==> config.mk <==
export PLATFORM = sky130hd
export DESIGN_NAME = traffic_light_monitor
export DESIGN_NICKNAME = d
export VERILOG_FILES = /design/src/rtl/traffic_light_monitor.sv
export SDC_FILE = /design/constraint.sdc
export NUM_CORES = 1
export LEC_CHECK = 0
export ABC_CLOCK_PERIOD_IN_PS = 3370
export CORE_UTILIZATION = 49
export CTS_CLUSTER_DIAMETER = 40
export DETAILED_ROUTE_END_ITERATION = 7
export GPL_TIMING_DRIVEN = 0
export PLACE_DENSITY = 0.76
export SLEW_MARGIN = 20
export SYNTH_ARGS = -nofsm -noshare
export SYNTH_HDL_FRONTEND = slang
export SYNTH_SLANG_ARGS = --single-unit
==> constraint.sdc <==
create_clock -name clk -period 3.37 [get_ports clk]
set_input_delay 0.8425 -clock clk [delete_from_list [all_inputs] [get_ports clk]]
set_output_delay 0.8425 -clock clk [all_outputs]
set_load 0.05 [all_outputs]
==> src/rtl/traffic_light_monitor.sv <==
// Passive checker for the four lamp buses of traffic_light_controller: decodes the
// phase, tracks rotation order and dwell lengths, and raises sticky error flags.
module traffic_light_monitor #(
   parameter int GREEN_CYCLES  = 20,
   parameter int YELLOW_CYCLES = 5,
   parameter int DUR_W         = 8,
   parameter int CNT_W         = 16
) (
   input  logic             clk,
   input  logic             rst,
   input  logic [2:0]       north_light,
   input  logic [2:0]       west_light,
   input  logic [2:0]       south_light,
   input  logic [2:0]       east_light,
   input  logic             clear,
   output logic [2:0]       phase,
   output logic             phase_valid,
   output logic             err_pattern,
   output logic             err_order,
   output logic             err_timing,
   output logic [CNT_W-1:0] rotations
);

   localparam logic [0:0] ST_IDLE  = 1'b0;
   localparam logic [0:0] ST_TRACK = 1'b1;

   localparam logic [2:0] LAMP_RED    = 3'b100;
   localparam logic [2:0] LAMP_YELLOW = 3'b010;
   localparam logic [2:0] LAMP_GREEN  = 3'b001;

   localparam logic [DUR_W-1:0] DUR_MAX    = '1;
   localparam logic [DUR_W-1:0] GREEN_DUR  = DUR_W'(GREEN_CYCLES);
   localparam logic [DUR_W-1:0] YELLOW_DUR = DUR_W'(YELLOW_CYCLES);

   logic [2:0]       s_north, s_west, s_south, s_east;
   logic             s_loaded;
   logic [0:0]       state, state_nxt;
   logic [DUR_W-1:0] dur, dur_nxt;
   logic [2:0]       phase_nxt;
   logic             phase_valid_nxt;
   logic             pat_legal;
   logic [2:0]       dec_phase;
   logic [2:0]       active_cnt;
   logic [2:0]       bus [4];
   logic             new_pattern, new_order, new_timing, rot_inc;

   // s_loaded marks that the input registers hold a real sample, so the all-zero
   // reset contents are never decoded as an illegal pattern after release.
   always_ff @(posedge clk or posedge rst) begin
      if (rst) begin
         s_north  <= '0;
         s_west   <= '0;
         s_south  <= '0;
         s_east   <= '0;
         s_loaded <= 1'b0;
      end else begin
         s_north  <= north_light;
         s_west   <= west_light;
         s_south  <= south_light;
         s_east   <= east_light;
         s_loaded <= 1'b1;
      end
   end

   // NOTE: every variable written in an always_comb gets a default first, so no path can infer a latch.
   always_comb begin
      bus[0]     = s_north;
      bus[1]     = s_west;
      bus[2]     = s_south;
      bus[3]     = s_east;
      pat_legal  = 1'b1;
      active_cnt = '0;
      dec_phase  = '0;
      for (int i = 0; i < 4; i++) begin
         case (bus[i])
            LAMP_RED: ;
            LAMP_GREEN: begin
               active_cnt = active_cnt + 3'd1;
               dec_phase  = {2'(i), 1'b0};
            end
            LAMP_YELLOW: begin
               active_cnt = active_cnt + 3'd1;
               dec_phase  = {2'(i), 1'b1};
            end
            default: pat_legal = 1'b0;
         endcase
      end
      if (active_cnt != 3'd1) pat_legal = 1'b0;
   end

   always_comb begin
      state_nxt       = state;
      phase_nxt       = phase;
      phase_valid_nxt = phase_valid;
      dur_nxt         = dur;
      new_pattern     = 1'b0;
      new_order       = 1'b0;
      new_timing      = 1'b0;
      rot_inc         = 1'b0;
      if (s_loaded) begin
         if (!pat_legal) begin
            // Resync: the partial dwell is dropped without a timing check.
            new_pattern     = 1'b1;
            state_nxt       = ST_IDLE;
            phase_valid_nxt = 1'b0;
            dur_nxt         = '0;
         end else if (state == ST_IDLE) begin
            state_nxt       = ST_TRACK;
            phase_nxt       = dec_phase;
            phase_valid_nxt = 1'b1;
            dur_nxt         = DUR_W'(1);
         end else if (dec_phase == phase) begin
            dur_nxt = (dur == DUR_MAX) ? dur : dur + DUR_W'(1);
         end else begin
            new_timing = (dur != (phase[0] ? YELLOW_DUR : GREEN_DUR));
            new_order  = (dec_phase != phase + 3'd1);
            rot_inc    = (phase == 3'd7) && (dec_phase == 3'd0);
            phase_nxt  = dec_phase;
            dur_nxt    = DUR_W'(1);
         end
      end
   end

   // A new error outranks a simultaneous clear.
   always_ff @(posedge clk or posedge rst) begin
      if (rst) begin
         state       <= ST_IDLE;
         dur         <= '0;
         phase       <= '0;
         phase_valid <= 1'b0;
         err_pattern <= 1'b0;
         err_order   <= 1'b0;
         err_timing  <= 1'b0;
         rotations   <= '0;
      end else begin
         state       <= state_nxt;
         dur         <= dur_nxt;
         phase       <= phase_nxt;
         phase_valid <= phase_valid_nxt;
         err_pattern <= (err_pattern & ~clear) | new_pattern;
         err_order   <= (err_order & ~clear) | new_order;
         err_timing  <= (err_timing & ~clear) | new_timing;
         if (rot_inc && (rotations != '1)) rotations <= rotations + CNT_W'(1);
      end
   end

endmodule
==> impl_results.md <==
* Post-synthesis sequential area ratio at between 40 and 50%
* Clock slew at reported path FFs at 80 ps
* Gate Count Post-Synth at 249
* Setup WS pre-CTS at -212 ps
* Post-synth top flop: dfrtp_1
* Commonest cells after routing, fill and taps aside: 41 x dfrtp_1, 37 x clkdlybuf4s50_1, 19 x xnor2_1
* Tot Pwr at 1.11 mW
* DR WL/cell at 14.2 um
* Switching Share at between 20% and 30%
* Slew headroom at 65.5%
* Synthesis Warnings at 0
* Internal Power at approximately 0.80 mW
* Synth Register Bits at 45
* Die Width at 74.0 um
* Final worst slack at 219 ps
* # port buffers at 37
* Initial Util at 52.4%
* Via density per instance at 5.53
* Post-synth net total at 270
* Crit Path Max Fanout at 4
* Min Tclk post-route at 3150 ps
* Power per cell area at 344 mW/mm^2
* Rows at 25
* Pre-antenna DRT Iters at 4
* H-tree Lvls at 2
* DRT antenna net count at 0
* Final Slew Violations at 0
* CP Capture Type: flip-flop
* Total Nets Final at 321
* Vias in the first global route at about 1,900
* Largest buffer count on any clock path at 2
* First-pass GRT wire length at roughly 8.8 mm
* Max Cap Viol at 0
* Clk_lat worst skew at 300 ps
* Ant diodes at 0
* Root Driver: clkbuf_8
* Fmax at 0.317 GHz
* Detailed Place HPWL at around 3.7 mm
* Clk_skew at 6.88 ps
* Final setup viols at 0
* Worst vdd ir at around 0.25 mV
* Num CTS Buffers at 5
* DIE HEIGHT at 74.0 um
* Critical path class: reg -> reg
* Comb power frac at 18.8%
* Status: finished clean
* CP Data Required Time at 3590 ps
* Async set or reset register ratio after synthesis at 100%
* Area Growth Syn to Fin at 26.8%
* Avg Cell Area, Syn at 10.2 um^2
* Most common cell after layout, fill and taps aside: dfrtp_1
* Clk pwr share at 29.1%
* Antenna violations before repair at 0
* Congestion Overflow GR at 0
* Type of origin of the critical path: flip-flop
* Die ar. at 0.00547 mm^2
* Actual slew at the worst max-slew pin at between 500 and 600 ps
* Leakage at between 1 and 1.5 nW
* Worst flop-to-flop path startpoint: s_west[0]
* Maximum number of pins on one net before global-route repair at 25
* Core area at 0.00485 mm^2
* Net Sw Power at ~0.3 mW
* Sequential Power Share at ~52%
* Final Hold Fails at 0
* Final wirelength at 5.20 mm
* Crit path launch: s_west[0]
* CTS tree: yes
* Critical Path AT at 3370 ps
* Unique masters post-synth at 55
* IO Pins at 38
* Min-delay src: rotations[11]
* Unrepaired setup endpoints after global routing: false
* Tot GR Track Use at 21.3%
* DR iter-0 viols at 131
* Vias post-DR at 2,030
* DRC viols at 0
* Worst min path class: reg -> reg
* Mapped Area at 0.00254 mm^2
* Global placement routability congestion at 0.847
* Post-synth EDFFs at 0
* CTS sink cnt at 45
* Share of cells above drive strength 1 at 14.0%
* Final period util at between 90% and 100%
* Util after Layout at 66.4%
-- per-layer routing --
metal | global-route usage (%) | vias to the layer above | share of wire, % | wire length (um)
met3 | 4.61 | 5 | 4.7 | 245
met2 | 35.4 | 58 | 49 | 2540
met4 | 6.84 | 0 | 1.2 | 63
li1 | - | 1003 | - | -
met1 | 28.0 | 964 | 45 | 2350
met5 | 0 | - | 0 | 0
-- per-stage QoR --
| step | std cells | cell area (um^2) | hold WS [ps] | TNS (ps) |
|---|---|---|---|---|
| 2_1_floorplan | 249 | 2540 | 531 | 0 |
| 3_3_place_gp | 353 | 2990 | 482 | -1770 |
| 3_5_place_dp | 354 | 3020 | 489 | -2940 |
| 4_1_cts | 365 | 3140 | 500 | 0 |
| 5_1_grt | 367 | 3220 | 526 | 0 |
| 6_report | 367 | 3220 | 499 | 0 |
-- critical path: stages, from the launching register on --
cell       delay (ps)
dfrtp_2           460
xnor2_4           150
or2_4             260
ha_4              280
xnor2_4           140
ha_1              290
or3_4             380
a2bb2oi_4         170
or4_4             440
a2111o_1          390
o22ai_1           110
-- final timing paths --
kind                            endpoint  slack [ps]  depth (start not counted)
max                            err_order         220                         10
min                        rotations[11]         500                          1
max reg2reg                    err_order         220                         10
min reg2reg                rotations[11]         500                          1
max in group asynchronous     s_north[0]        1990                          3
min in group asynchronous          state         880                          2
-- cells in the mapped netlist, drive strengths merged, types with 2 or more instances --
| master | n | share of area [%] |
|---|---|---|
| dfrtp | 45 | 44 |
| xnor2 | 23 | 8.8 |
| nor2 | 17 | 2.5 |
| nand3 | 16 | 3.2 |
| nand2 | 15 | 2.2 |
| o21ai | 13 | 2.6 |
| inv | 11 | 1.6 |
| a21oi | 9 | 1.8 |
| and3 | 8 | 2.0 |
| clkbuf | 6 | 1.3 |
| ha | 6 | 3.0 |
| nand4 | 6 | 1.5 |
| o22ai | 5 | 1.2 |
| or2 | 5 | 1.2 |
| and4 | 4 | 1.4 |
| buf | 4 | 1.5 |
| mux2 | 4 | 1.8 |
| nor3b | 4 | 1.2 |
| nor4 | 4 | 2.2 |
| o211ai | 4 | 1.2 |
| a41oi | 3 | 1.0 |
| nand2b | 3 | 0.74 |
| or3 | 3 | 0.84 |
| and2 | 2 | 0.49 |
| nor3 | 2 | 0.39 |
| nor4b | 2 | 1.3 |
| o211a | 2 | 0.79 |
| o2bb2ai | 2 | 0.69 |
| or4 | 2 | 0.59 |
| xor2 | 2 | 0.69 |
-- cell families (layout without fill, tap and decap cells) --
family	after synthesis	in the layout	share of synthesized area (%)
multiplexers	5	5	2.17
adder cells (fa/ha/maj)	6	6	2.96
AO/OA/AOI/OAI	48	48	13.0
AND/OR/NAND/NOR	98	98	23.4
flip-flops	45	45	44.4
other	1	1	0.148
buffers and inverters	21	72	4.44
XOR/XNOR	25	25	9.51
-- area by class of cell --
class,count,area (um^2)
multi-input cells,183,1370
plain buffers,10,71.3
well taps,67,83.8
fillers,402,1630
repair buffers,44,443
clock inverters,1,8.76
flip-flops and latches,45,1130
clock buffers,6,72.6
inverters,11,41.3
-- sequential cells by signal, summed over array words and instances (netlist names) --
register / count
state: 1
phase: 3
rotations: 16
err_order: 1
err_timing: 1
dur: 8
s_west: 3
s_east: 3
err_pattern: 1
phase_valid: 1
s_south: 3
s_loaded: 1
s_north: 3
-- repair_timing --
item,4_1_cts,5_1_grt
hold buffers,0,0
resized for setup,1,12
buffers inserted,4,2
endpoints found under the setup margin,21,8
pin swaps,3,5
-- power by group through the flow --
| stage | sequential (mW) | clock [mW] | combinational [mW] |
|---|---|---|---|
| finish | 0.578 | 0.322 | 0.208 |
| global route | 0.581 | 0.350 | 0.229 |
| CTS | 0.576 | 0.330 | 0.186 |
| detailed placement | 0.586 | 0 | 0.182 |
| global placement | 0.586 | 0 | 0.174 |
| floorplan | 0.601 | 0 | 0.111 |
Note: power is estimated with default switching activity, not from simulation.
